==> src/rtl/perf_meas_window.sv <==
// perf_meas_window
//   Windowed throughput counter for a valid/ready link. Every window of
//   win_len cycles yields one record {cycles, beats, stalls, dropped}.
//   Windows run back-to-back. One report slot absorbs consumer
//   backpressure. A record that finds the slot full is discarded and
//   counted in the next record's dropped field.
//
//   Optional feature macro: PERF_MEAS_WINDOW_STALL_EN
//     defined   : the stall counter is built and rpt_stalls counts
//                 mon_valid && !mon_ready cycles.
//     undefined : there is no stall counter. rpt_stalls is tied to 0 and
//                 the port list is unchanged.
//
//   Ports
//     clk         clock
//     reset       asynchronous, active-high reset
//     window      window length in cycles (0 = disabled), sampled at window start
//     mon_valid   monitored link valid
//     mon_ready   monitored link ready
//     rpt_valid   report slot holds a record
//     rpt_ready   consumer accepts the record
//     rpt_cycles  cycles in the reported window
//     rpt_beats   beats in the window (saturating)
//     rpt_stalls  stall cycles in the window (saturating, 0 when feature off)
//     rpt_dropped windows discarded since the previous loaded record
//     busy        measurement in progress (state COUNT)
module perf_meas_window #(
  parameter int WINDOW_W = 32,
  parameter int CNT_W    = 32,
  parameter int DROP_W   = 16
) (
  input  logic                clk,
  input  logic                reset,
  input  logic [WINDOW_W-1:0] window,
  input  logic                mon_valid,
  input  logic                mon_ready,
  output logic                rpt_valid,
  input  logic                rpt_ready,
  output logic [WINDOW_W-1:0] rpt_cycles,
  output logic [CNT_W-1:0]    rpt_beats,
  output logic [CNT_W-1:0]    rpt_stalls,
  output logic [DROP_W-1:0]   rpt_dropped,
  output logic                busy
);

  typedef enum logic [0:0] {IDLE = 1'b0, COUNT = 1'b1} state_t;

  localparam logic [WINDOW_W-1:0] WIN_ONE  = {{(WINDOW_W-1){1'b0}}, 1'b1};
  localparam logic [CNT_W-1:0]    CNT_ONE  = {{(CNT_W-1){1'b0}}, 1'b1};
  localparam logic [DROP_W-1:0]   DROP_ONE = {{(DROP_W-1){1'b0}}, 1'b1};

  // Saturating increment for the beat/stall counters.
  function automatic logic [CNT_W-1:0] sat_inc_cnt(input logic [CNT_W-1:0] val,
                                                   input logic            inc);
    if (inc && (val != {CNT_W{1'b1}})) begin
      return val + CNT_ONE;
    end else begin
      return val;
    end
  endfunction

  // Saturating increment for the dropped-window counter.
  function automatic logic [DROP_W-1:0] sat_inc_drop(input logic [DROP_W-1:0] val);
    if (val != {DROP_W{1'b1}}) begin
      return val + DROP_ONE;
    end else begin
      return val;
    end
  endfunction

  state_t              state_r;
  state_t              state_next_s;
  logic [WINDOW_W-1:0] win_len_r;
  logic [WINDOW_W-1:0] cyc_r;
  logic [CNT_W-1:0]    beats_r;
  logic [DROP_W-1:0]   drop_cnt_r;

  logic                rpt_valid_r;
  logic [WINDOW_W-1:0] rpt_cycles_r;
  logic [CNT_W-1:0]    rpt_beats_r;
  logic [DROP_W-1:0]   rpt_dropped_r;
  logic                busy_s;

  logic                beat_s;
  logic                win_nz_s;
  logic                start_s;
  logic                eow_s;
  logic                hs_s;
  logic                load_s;
  logic                drop_s;
  logic [WINDOW_W-1:0] cyc_cand_s;
  logic [CNT_W-1:0]    beats_cand_s;

  assign beat_s   = mon_valid & mon_ready;
  assign win_nz_s = (window != {WINDOW_W{1'b0}});
  assign start_s  = (state_r == IDLE) && win_nz_s;
  // win_len_r is never 0 while in COUNT, so the subtraction cannot wrap.
  assign eow_s    = (state_r == COUNT) && (cyc_r == (win_len_r - WIN_ONE));
  assign hs_s     = rpt_valid_r & rpt_ready;
  // A handshake in the same cycle frees the slot for the new candidate.
  assign load_s   = eow_s & (~rpt_valid_r | rpt_ready);
  assign drop_s   = eow_s & rpt_valid_r & ~rpt_ready;

  // cyc_r <= win_len_r - 1, so cyc_r + 1 always fits in WINDOW_W bits.
  assign cyc_cand_s   = cyc_r + WIN_ONE;
  assign beats_cand_s = sat_inc_cnt(beats_r, beat_s);

  // FSM state register.
  always_ff @(posedge clk or posedge reset) begin
    if (reset) begin
      state_r <= IDLE;
    end else begin
      state_r <= state_next_s;
    end
  end

  // FSM next-state logic: window is re-sampled only at window boundaries.
  always_comb begin
    state_next_s = state_r;
    case (state_r)
      IDLE: begin
        if (win_nz_s) begin
          state_next_s = COUNT;
        end else begin
          state_next_s = IDLE;
        end
      end
      COUNT: begin
        if (eow_s && !win_nz_s) begin
          state_next_s = IDLE;
        end else begin
          state_next_s = COUNT;
        end
      end
      default: state_next_s = IDLE;
    endcase
  end

  // FSM output logic.
  always_comb begin
    busy_s = 1'b0;
    if (state_r == COUNT) begin
      busy_s = 1'b1;
    end else begin
      busy_s = 1'b0;
    end
  end

  // Window length latch plus cycle and beat counters, restarting at each boundary.
  always_ff @(posedge clk or posedge reset) begin
    if (reset) begin
      win_len_r <= '0;
      cyc_r     <= '0;
      beats_r   <= '0;
    end else if (start_s || eow_s) begin
      // A zero latched at the final boundary is harmless: the FSM goes to IDLE.
      win_len_r <= window;
      cyc_r     <= '0;
      beats_r   <= '0;
    end else if (state_r == COUNT) begin
      cyc_r   <= cyc_cand_s;
      beats_r <= beats_cand_s;
    end
  end

  // Dropped-window counter: cleared when a record loads, bumped when one is discarded.
  always_ff @(posedge clk or posedge reset) begin
    if (reset) begin
      drop_cnt_r <= '0;
    end else if (load_s) begin
      drop_cnt_r <= '0;
    end else if (drop_s) begin
      drop_cnt_r <= sat_inc_drop(drop_cnt_r);
    end
  end

  // Report slot: load at the window boundary if free, else clear the valid flag on handshake.
  always_ff @(posedge clk or posedge reset) begin
    if (reset) begin
      rpt_valid_r   <= 1'b0;
      rpt_cycles_r  <= '0;
      rpt_beats_r   <= '0;
      rpt_dropped_r <= '0;
    end else if (load_s) begin
      rpt_valid_r   <= 1'b1;
      rpt_cycles_r  <= cyc_cand_s;
      rpt_beats_r   <= beats_cand_s;
      rpt_dropped_r <= drop_cnt_r;
    end else if (hs_s) begin
      rpt_valid_r <= 1'b0;
    end
  end

`ifdef PERF_MEAS_WINDOW_STALL_EN
  logic             stall_s;
  logic [CNT_W-1:0] stalls_r;
  logic [CNT_W-1:0] stalls_cand_s;
  logic [CNT_W-1:0] rpt_stalls_r;

  assign stall_s       = mon_valid & ~mon_ready;
  assign stalls_cand_s = sat_inc_cnt(stalls_r, stall_s);

  // Stall counter, restarting on the same boundaries as the beat counter.
  always_ff @(posedge clk or posedge reset) begin
    if (reset) begin
      stalls_r <= '0;
    end else if (start_s || eow_s) begin
      stalls_r <= '0;
    end else if (state_r == COUNT) begin
      stalls_r <= stalls_cand_s;
    end
  end

  // Stall field of the report slot.
  always_ff @(posedge clk or posedge reset) begin
    if (reset) begin
      rpt_stalls_r <= '0;
    end else if (load_s) begin
      rpt_stalls_r <= stalls_cand_s;
    end
  end

  assign rpt_stalls = rpt_stalls_r;
`else
  assign rpt_stalls = {CNT_W{1'b0}};
`endif

  assign rpt_valid   = rpt_valid_r;
  assign rpt_cycles  = rpt_cycles_r;
  assign rpt_beats   = rpt_beats_r;
  assign rpt_dropped = rpt_dropped_r;
  assign busy        = busy_s;

endmodule

==> config.mk <==
export PLATFORM = sky130hd
export DESIGN_NAME = perf_meas_window
export DESIGN_NICKNAME = d
export VERILOG_FILES = /design/src/rtl/perf_meas_window.sv
export SDC_FILE = /design/constraint.sdc
export NUM_CORES = 1
export LEC_CHECK = 0
export CORE_MARGIN = 1
export CORE_UTILIZATION = 40
export CTS_BUF_LIST = sky130_fd_sc_hd__clkbuf_2
export CTS_CLUSTER_SIZE = 16
export DETAILED_ROUTE_END_ITERATION = 6
export SYNTH_ARGS = -nofsm -noshare
export SYNTH_HDL_FRONTEND = slang
export SYNTH_SLANG_ARGS = --single-unit
==> constraint.sdc <==
create_clock -name clk -period 15.57 [get_ports clk]
set_clock_uncertainty 0.15 [all_clocks]
set_input_delay 3.114 -clock clk [delete_from_list [all_inputs] [get_ports clk]]
set_output_delay 3.114 -clock clk [all_outputs]
set_load 0.05 [all_outputs]
==> metrics.txt, run 1 <==
status complete, but fails checks; failing checks design-rule violations; buffer count from post-CTS setup fixing 0; crit-path max FO 7; DRC violation count after routing 9; crit share post-route 36.2%; number of hold-slack violations in the final timing report 0; clock latency reported for the late side of the worst-skew pair ~770 ps; share of total power in sequential cells 63.7%; average size of a mapped cell 9.52 sq um; Sw Pwr 233 uW; final design instance area without fill 12200 sq um; full die area roughly 28000 sq um; register-to-register path setup slack roughly 11000 ps; complex-gate fraction of the synthesized area between 10% and 20%; fraction of the mapped netlist area in adder cells 0.464%; average routed wire per standard cell 16.3 um; number of buffers created by CTS 17; commonest cells in the netlist sky130_fd_sc_hd__dfrtp_1 (194), sky130_fd_sc_hd__nand2_1 (143), sky130_fd_sc_hd__nand3_1 (77); RSZ-0062 raised after global routing no; number of standard cells in the layout, taps in and fillers out 1553; Initial DRC Count 634; relative slew slack between 20% and 30%; number of vias after detailed routing 8307; TritonCTS clock tree built; final critical-path setup slack approximately 9900 ps; biggest area contributors in the synthesized netlist sky130_fd_sc_hd__dfrtp_1 (45%), sky130_fd_sc_hd__nand2_1 (5.0%), sky130_fd_sc_hd__xnor2_1 (4.2%); slew at the pin with the worst max-slew slack roughly 1100 ps; first-pass GRT wire length 41900 um; top-level port count 151; biggest cell delay along the critical path 900 ps; r2r startpoint win_len_r[0]; primary flip-flop cell chosen by synthesis mapping sky130_fd_sc_hd__dfrtp_1; total iterations of the first detailed-routing run 7; portion of synthesized cell area occupied by the leading cell type 45.0%; total count of max-transition violations in the final report 0; data arrival time of the critical path 2360 ps; leakage component of the power 5.18 nW; number of buffer and inverter stages on the critical path 1; post-CTS resize count 0; Fill cells 2557; cts hold-fix bufs 0; total power of the final layout 831 uW; routability congestion estimate 0.827; simple-gate share of the synthesized area 23.1%; fmax 178 MHz; Setup crit end kind primary output; maximum VDD drop 0.0382 mV; final core utilization 46.5%; initial antenna violation count 1; cell-internal power roughly 600 uW; count of maximum capacitance violations 0; clock transition time at the flip-flop clock pins of the worst setup and hold paths 270 ps; Data required, critical path 12310 ps; launch point of the worst hold path rpt_cycles[2]; die height between 150 and 200 um; CTS max path bufs 2; gate count of the mapped netlist 1134; number of endpoints failing setup at the final stage 0; pin count of the biggest net entering global routing 122; sequential element share of the synthesized area 45.0%; combined area of all synthesized cells 10800 sq um; family of cells with the greatest summed delay on the critical path buffers and inverters; synthesis warning total 0; antenna viol nets, final 0; post-route worst hold slack 363 ps; power density cells slightly below 70 nW/um^2; total negative slack for setup checks 0 ps; half-perimeter wire length of the detailed placement result 17600 um; placeable core area around 26000 sq um; # nets final 1245; area delta synth->final 13.1%; CTS H-tree lvls 4; async set or reset register ratio after synthesis 100%; worst min-delay path category flip-flop to flip-flop; pre-CTS WS 9160 ps; Synth cell types 70; flip-flop and latch count after synthesis roughly 190; row count 59; chain of cells forming the critical path clkdlybuf4s50_1; Sw Share 28.0%; via count of the first global-routing pass between 7000 and 8000; CTS sink cnt 194; initial core utilization 41.1%; global-route usage over all layers 18.8%; total placed instance area 12000 sq um; Slowest cell on crit path sky130_fd_sc_hd__clkdlybuf4s50_1; Clock Power Share 27.6%; first element of the critical path state_r; number of port buffers 118; Horiz. Die Dim 166 um; fraction of power consumed by combinational cells 8.7%; worst setup path category flip-flop to primary output; parity-gate share of the synthesized area counting xor and xnor cells around 7.9%; most instantiated library cell after synthesis sky130_fd_sc_hd__dfrtp_1; share of post-route cells with drive strength above 1 9.46%; mux share of post-synthesis cell area 7.39%; final global-route overflow total 0; largest family of logic cells by synthesized area simple AND/OR/NAND/NOR gates; Via-to-Cell Ratio roughly 5.3; wire length reported by the detailed router roughly 25000 um; number of enable flip-flop cells after synthesis 0; Yosys top cell by area sky130_fd_sc_hd__dfrtp_1; Worst setup SP type flip-flop; number of placed instances with taps included about 1500; final period demand of the worst path approximately 5600 ps; Root Driver sky130_fd_sc_hd__clkbuf_2
[routing by layer]
metal  part of all wire (%)  vias to the layer above  track usage (%)
met5                      0                        -                0
met4                   0.73                        0             3.34
met3                    4.0                        9             3.22
met2                     44                      194             28.3
met1                     52                     4036             28.4
li1                       -                     4068                -
[cell usage in the layout (no fill, tap or decap), types with 4 or more instances in the layout]
master,instances
sky130_fd_sc_hd__nand3_1,77
sky130_fd_sc_hd__nor3b_1,11
sky130_fd_sc_hd__a21o_1,23
sky130_fd_sc_hd__buf_4,7
sky130_fd_sc_hd__a21oi_1,23
sky130_fd_sc_hd__nand4_1,27
sky130_fd_sc_hd__nor3_1,20
sky130_fd_sc_hd__nand2b_1,19
sky130_fd_sc_hd__and4_1,10
sky130_fd_sc_hd__dfrtp_1,194
sky130_fd_sc_hd__inv_1,21
sky130_fd_sc_hd__xnor2_1,52
sky130_fd_sc_hd__or2_2,6
sky130_fd_sc_hd__clkinvlp_4,5
sky130_fd_sc_hd__o21ai_0,43
sky130_fd_sc_hd__nor4_2,4
sky130_fd_sc_hd__or4_1,6
sky130_fd_sc_hd__mux2_2,33
sky130_fd_sc_hd__nand2_1,143
sky130_fd_sc_hd__conb_1,32
sky130_fd_sc_hd__nand3b_1,4
sky130_fd_sc_hd__nor2_1,30
sky130_fd_sc_hd__nor4_1,23
sky130_fd_sc_hd__clkdlybuf4s50_1,118
sky130_fd_sc_hd__ha_1,4
sky130_fd_sc_hd__xor2_1,45
sky130_fd_sc_hd__and3_1,14
sky130_fd_sc_hd__or3_1,30
sky130_fd_sc_hd__and2_1,15
sky130_fd_sc_hd__o21ai_1,62
sky130_fd_sc_hd__mux2_4,17
sky130_fd_sc_hd__clkbuf_2,21
sky130_fd_sc_hd__mux2i_1,16
[cell families (layout without fill, tap and decap cells)]
group | count (synthesis) | after routing
flops | 194 | 194
xor+xnor | 97 | 97
buf+inv | 127 | 178
simple gates | 462 | 462
other cells | 1 | 34
fa+ha+maj | 4 | 4
mux | 67 | 67
compound gates | 182 | 182
[final timing paths]
| kind | to | cells after the start |
|---|---|---|
| max | busy | 1 |
| min | rpt_cycles[2] | 2 |
| max reg2reg | rpt_cycles[1] | 11 |
| min reg2reg | rpt_cycles[2] | 2 |
| max in group asynchronous | win_len_r[18] | 3 |
| min in group asynchronous | beats_r[14] | 2 |
[flip-flops by register name, summed over array words and instances (netlist names), 16 cells and up]
name / flops
rpt_dropped: 16
drop_cnt_r: 16
rpt_cycles: 32
rpt_beats: 32
win_len_r: 32
beats_r: 32
cyc_r: 32
[power by group through the flow]
stage                     registers (mW)  clock network [mW]  logic, mW
after floorplan                    0.531                   0     0.0636
after global placement             0.537                   0     0.0725
after detailed placement           0.538                   0     0.0733
after CTS                          0.529               0.238     0.0734
after global routing               0.532               0.260     0.0794
final                              0.529               0.230     0.0723
[cell type report]
cell class                 count  area (sq um)  share of cell area, %
antenna                        2          5.00                 0.0410
clock buffer                  21           105                  0.861
clock inverter                10          88.8                  0.728
inverter                      22          90.1                  0.738
multi-input combinational    844          5410                   44.3
sequential                   194          4850                   39.8
tap                          335           419                   3.43
timing repair buffer         125          1230                   10.1
(Power assumes the default switching activity.)
==> inputs of run 2 (changes only) <==
==> constraint.sdc (replaced) <==
create_clock -name clk -period 4.7 [get_ports clk]
set_clock_uncertainty 0.15 [all_clocks]
set_input_delay 0.94 -clock clk [delete_from_list [all_inputs] [get_ports clk]]
set_output_delay 0.94 -clock clk [all_outputs]
set_load 0.05 [all_outputs]
==> metrics.txt, run 2 (synthesis results as in run 1) <==
Initial DRC Count roughly 650; crit share post-route 87.0%; reg2reg path depth 11; antenna viol nets, final 0; R2R Path End rpt_dropped[0]; initial core utilization 41.1%; failing checks design-rule violations; hold path depth 2; Reg area 4850 sq um; relative slew slack 39.9%; initial antenna violation count 2; most prevalent standard cell on the critical path sky130_fd_sc_hd__nand3_1; via count of the first global-routing pass roughly 7800; worst min-delay path category flip-flop to flip-flop; CTS H-tree lvls 4; r2r startpoint win_len_r[0]; # nets final 1251; Root Driver sky130_fd_sc_hd__clkbuf_2; family of cells with the greatest summed delay on the critical path simple AND/OR/NAND/NOR gates; full die area roughly 28000 sq um; worst setup path category flip-flop to flip-flop; power density cells 230 nW/um^2; number of port buffers about 120; CTS sink cnt 194; TritonCTS clock tree built; crit-path max FO ~60; launch point of the worst hold path rpt_beats[9]; slew at the pin with the worst max-slew slack 900 ps; Data required, critical path 5210 ps; final core utilization 46.9%; routability congestion estimate 0.914; final global-route overflow total 0; Horiz. Die Dim 166 um; number of buffer and inverter stages on the critical path 2; buffer count from post-CTS setup fixing 0; total count of max-transition violations in the final report 0; most frequent standard cell in the layout excluding fill and tap cells sky130_fd_sc_hd__dfrtp_1; post-CTS resize count 0; biggest cell delay along the critical path about 770 ps; leakage component of the power approximately 5.2 nW; total negative slack for setup checks 0 ps; total power of the final layout 2.84 mW; number of vias after detailed routing 8378; cts hold-fix bufs 0; average routed wire per standard cell 16.3 um; half-perimeter wire length of the detailed placement result 18100 um; wire length reported by the detailed router ~25000 um; Slowest cell on crit path sky130_fd_sc_hd__or4_4; maximum VDD drop 0.122 mV; commonest non-fill, non-tap cells in the layout sky130_fd_sc_hd__dfrtp_1 (194), sky130_fd_sc_hd__nand2_1 (143), sky130_fd_sc_hd__clkdlybuf4s50_1 (118), sky130_fd_sc_hd__nand3_1 (77), sky130_fd_sc_hd__o21ai_1 (62); row count 59; chain of cells forming the critical path inv_1, ha_1, nor3b_1, and2_1, nand3_1, mux2_1, a211oi_2, nand3_1, or4_4, buf_12, mux2_4; DRC violation count after routing 10; met3 track demand over resource in global routing 2.84%; die height approximately 170 um; placeable core area between 20000 and 30000 sq um; number of endpoints failing setup at the final stage 0; share of post-route cells with drive strength above 1 9.91%; global-route usage over all layers between 10% and 20%; clock latency reported for the late side of the worst-skew pair 780 ps; number of hold-slack violations in the final timing report 0; area delta synth->final 14.2%; Worst setup SP type flip-flop; data arrival time of the critical path 4590 ps; top-level port count 151; GRT busiest layer met1; Setup crit end kind flip-flop; CTS max path bufs 2; fmax 245 MHz; count of maximum capacitance violations 0; pin count of the biggest net entering global routing 65; met2 Use GR 28.5%; combined area of the multi-input logic cells 5410 sq um; total iterations of the first detailed-routing run 7; Via-to-Cell Ratio 5.38; WHS Endpoint rpt_beats[9]; status complete, but fails checks; RSZ-0062 raised after global routing no; first-pass GRT wire length between 40000 and 50000 um; Fill cells between 2000 and 3000; final period demand of the worst path 4090 ps; met1 GRT Util 29.0%; clock transition time at the flip-flop clock pins of the worst setup and hold paths ~270 ps; number of buffers created by CTS 17; register-to-register path setup slack 610 ps
-- run 2: cell count changes in the layout (fill, tap and decap cells not counted), moves of 2 or more --
cell	change
sky130_fd_sc_hd__buf_4	+2
sky130_fd_sc_hd__clkbuf_2	-3
sky130_fd_sc_hd__buf_12	+4
sky130_fd_sc_hd__inv_6	+2
-- run 2: worst register-to-register path, stage by stage (launching register included) --
cell and delay, ps:
sky130_fd_sc_hd__dfrtp_1 530, sky130_fd_sc_hd__inv_1 90, sky130_fd_sc_hd__ha_1 290, sky130_fd_sc_hd__nor3b_1 370, sky130_fd_sc_hd__and2_1 270, sky130_fd_sc_hd__nand3_1 110, sky130_fd_sc_hd__mux2_1 340, sky130_fd_sc_hd__a211oi_2 150
sky130_fd_sc_hd__nand3_1 280, sky130_fd_sc_hd__or4_4 770, sky130_fd_sc_hd__buf_12 290, sky130_fd_sc_hd__mux2_4 340
-- run 2: power by group --
group	internal (mW)	switching (mW)
clock network	0.241	0.598
registers	1.70	0.0491
logic	0.0908	0.153
-- run 2: worst max path at each step --
stage                       startpoint             end  slack, ps  cells past startpoint
final                     win_len_r[0]  rpt_dropped[0]        610                     11
after floorplan           win_len_r[0]    win_len_r[0]        990                     13
after global placement    win_len_r[0]  rpt_dropped[1]        780                     11
after global routing      win_len_r[0]  rpt_dropped[1]        310                     11
after CTS                 win_len_r[0]  rpt_dropped[0]        640                     11
after detailed placement  win_len_r[0]  rpt_dropped[3]        710                     11
-- run 2: layout make-up --
| cell class | instances | share of cell area, % |
|---|---|---|
| Clock inverter | 12 | 1.09 |
| Antenna cell | 2 | 0.0406 |
| Sequential cell | 194 | 39.4 |
| Clock buffer | 18 | 0.731 |
| Timing Repair Buffer | 131 | 10.8 |
| Tap cell | 335 | 3.40 |
| Inverter | 22 | 0.700 |
| Multi-Input combinational cell | 844 | 43.9 |
-- run 2: through the flow --
stage | instances | setup WS (ps) | area (sq um) | hold slack (ps)
finish | 1558 | 612 | 12300 | 372
global route | 1558 | 306 | 12300 | 394
detailed placement | 1526 | 713 | 12100 | 325
global placement | 1526 | 783 | 12100 | 318
floorplan | 1165 | 988 | 10900 | 336
CTS | 1556 | 643 | 12300 | 376
-- run 2: layer usage --
| metal | up-vias | routed length, um |
|---|---|---|
| met2 | 220 | 11100 |
| met3 | 18 | 1160 |
| li1 | 4077 | - |
| met4 | 0 | 231 |
| met5 | - | 0 |
| met1 | 4063 | 12800 |
==> variant, RTL diff (settings of run 2) <==
Set the parameter `CNT_W` to 48 (it was 32).
--- a/src/rtl/perf_meas_window.sv
+++ b/src/rtl/perf_meas_window.sv
@@ -28,3 +28,3 @@
   parameter int WINDOW_W = 32,
-  parameter int CNT_W    = 32,
+  parameter int CNT_W    = 48,
   parameter int DROP_W   = 16
Ports: changed (resized rpt_beats and rpt_stalls); port bits go from 151 to 183. The function was not compared with the original's and may differ.
==> variant against run 2 <==
  * Sequential cell count is 32 higher
  * Via count increased by 22%
  * Synthesized area increased by 18%
  * Die area rose by 18%
  * Routed wire length increased by 29%
  * Design area grew 22%
  * Power up 36%
  * Worst setup slack worse by 0.33 ns
==> variant: results (changes against run 2) <==
\begin{tabular}{lr}
\hline
Metric & Value \\
\hline
\multicolumn{2}{l}{\textbf{Status}} \\
Run status & finished clean \\
\multicolumn{2}{l}{\textbf{Global route}} \\
Wire length of the first global-routing pass & 53.3 mm (+26\%) \\
Largest net degree at the start of global routing & 102 (+57\%) \\
Vias in the first global route & 10046 (+28\%) \\
Combined global-route utilization of all metal layers & 20.3\% (+1.2 points) \\
\multicolumn{2}{l}{\textbf{Setup path}} \\
Worst setup path startpoint & win\_len\_r[0]\$\_DFFE\_PP0N\_ \\
Flop-to-flop setup slack & 0.28 ns (-0.33 ns) \\
Delay of the slowest cell on the worst path & 0.51 ns (-0.26 ns) \\
Worst flop-to-flop path endpoint & rpt\_beats[18]\$\_DFFE\_PP0N\_ \\
Critical path arrival & 4.95 ns (+0.36 ns) \\
\multicolumn{2}{l}{\textbf{Yosys}} \\
Synth Instances & 1276 (+13\%) \\
Sequential-to-total area share from yosys stat & 44.2\% (-0.75 points) \\
Synth area leaders & sky130\_fd\_sc\_hd\_\_dfrtp\_1 44\%, sky130\_fd\_sc\_hd\_\_mux2\_2 10\%, sky130\_fd\_sc\_hd\_\_xnor2\_1 6.0\% \\
\multicolumn{2}{l}{\textbf{Final layout}} \\
Area used by multi-input combinational logic & 6530 um2 (+21\%) \\
Number of filler instances in the final layout & 3035 (+20\%) \\
Share of final-layout standard cells stronger than drive strength 1 & 18.5\% (+8.6 points) \\
Nets & 1471 (+18\%) \\
\multicolumn{2}{l}{\textbf{STA}} \\
Final worst hold slack & 0.335 ns (-0.0376 ns) \\
Slew @ Worst Pin & 0.748 ns (-0.152 ns) \\
\multicolumn{2}{l}{\textbf{Hold path}} \\
Hold WC Path Type & in -> async \\
\multicolumn{2}{l}{\textbf{Placement}} \\
Placer congestion estimate & 0.860 (-5.9\%) \\
Buffers added on ports & 134 (+14\%) \\
Detailed placement HPWL & 22.1 mm (+22\%) \\
Cells after DPL & 1760 (+15\%) \\
Worst setup slack before clock tree synthesis & 0.0473 ns (-0.666 ns) \\
\multicolumn{2}{l}{\textbf{Route}} \\
Number of DRC markers in iteration 0 & 587 (-10\%) \\
Number of vias per cell after detailed routing & 5.42 (+0.75\%) \\
Wirelength per Cell & 17.4 um (+7.2\%) \\
Count of TritonRoute iterations in the first routing pass & 6 (-1) \\
\multicolumn{2}{l}{\textbf{Clocking}} \\
CTS H-tree depth & 3 (-1) \\
Cts bufs inserted & 69 (+52) \\
Clock insertion delay at the later pin of the skew report & 0.86 ns (+0.08 ns) \\
\multicolumn{2}{l}{\textbf{Pwr}} \\
Lkg Pwr & 0.00648 uW (+24\%) \\
\hline
\end{tabular}
## variant: cell families after synthesis
logic type,synth area share (%)
simple gates,19.3
flops,44.2
compound gates,9.41
buf+inv,6.54
mux,12.0
xor+xnor,8.05
fa+ha+maj,0.391
other cells,0.0293
## variant: layer usage
metal	global-route usage, %	wire (um)
met5	0	0
met4	7.90	884
met3	3.73	1510
met2	31.6	15100
met1	27.9	15300
## variant: area by class of cell
type                    count  area share [%]
repair buffers            160            10.8
diodes                      2          0.0332
flip-flops and latches    226            37.5
inverters                  40            1.02
clock buffers              96            3.19
well taps                 402            3.34
clock inverters            23           0.788
multi-input cells         933            43.3
## variant: where the power goes
group / leakage [uW] / internal, uW / switching [uW] / total (uW)
combinational: 0.00311 / 104 / 211 / 315
sequential: 0.00291 / 1970 / 53.2 / 2030
clock: 0.000456 / 605 / 903 / 1510
total: 0.00648 / 2680 / 1170 / 3850
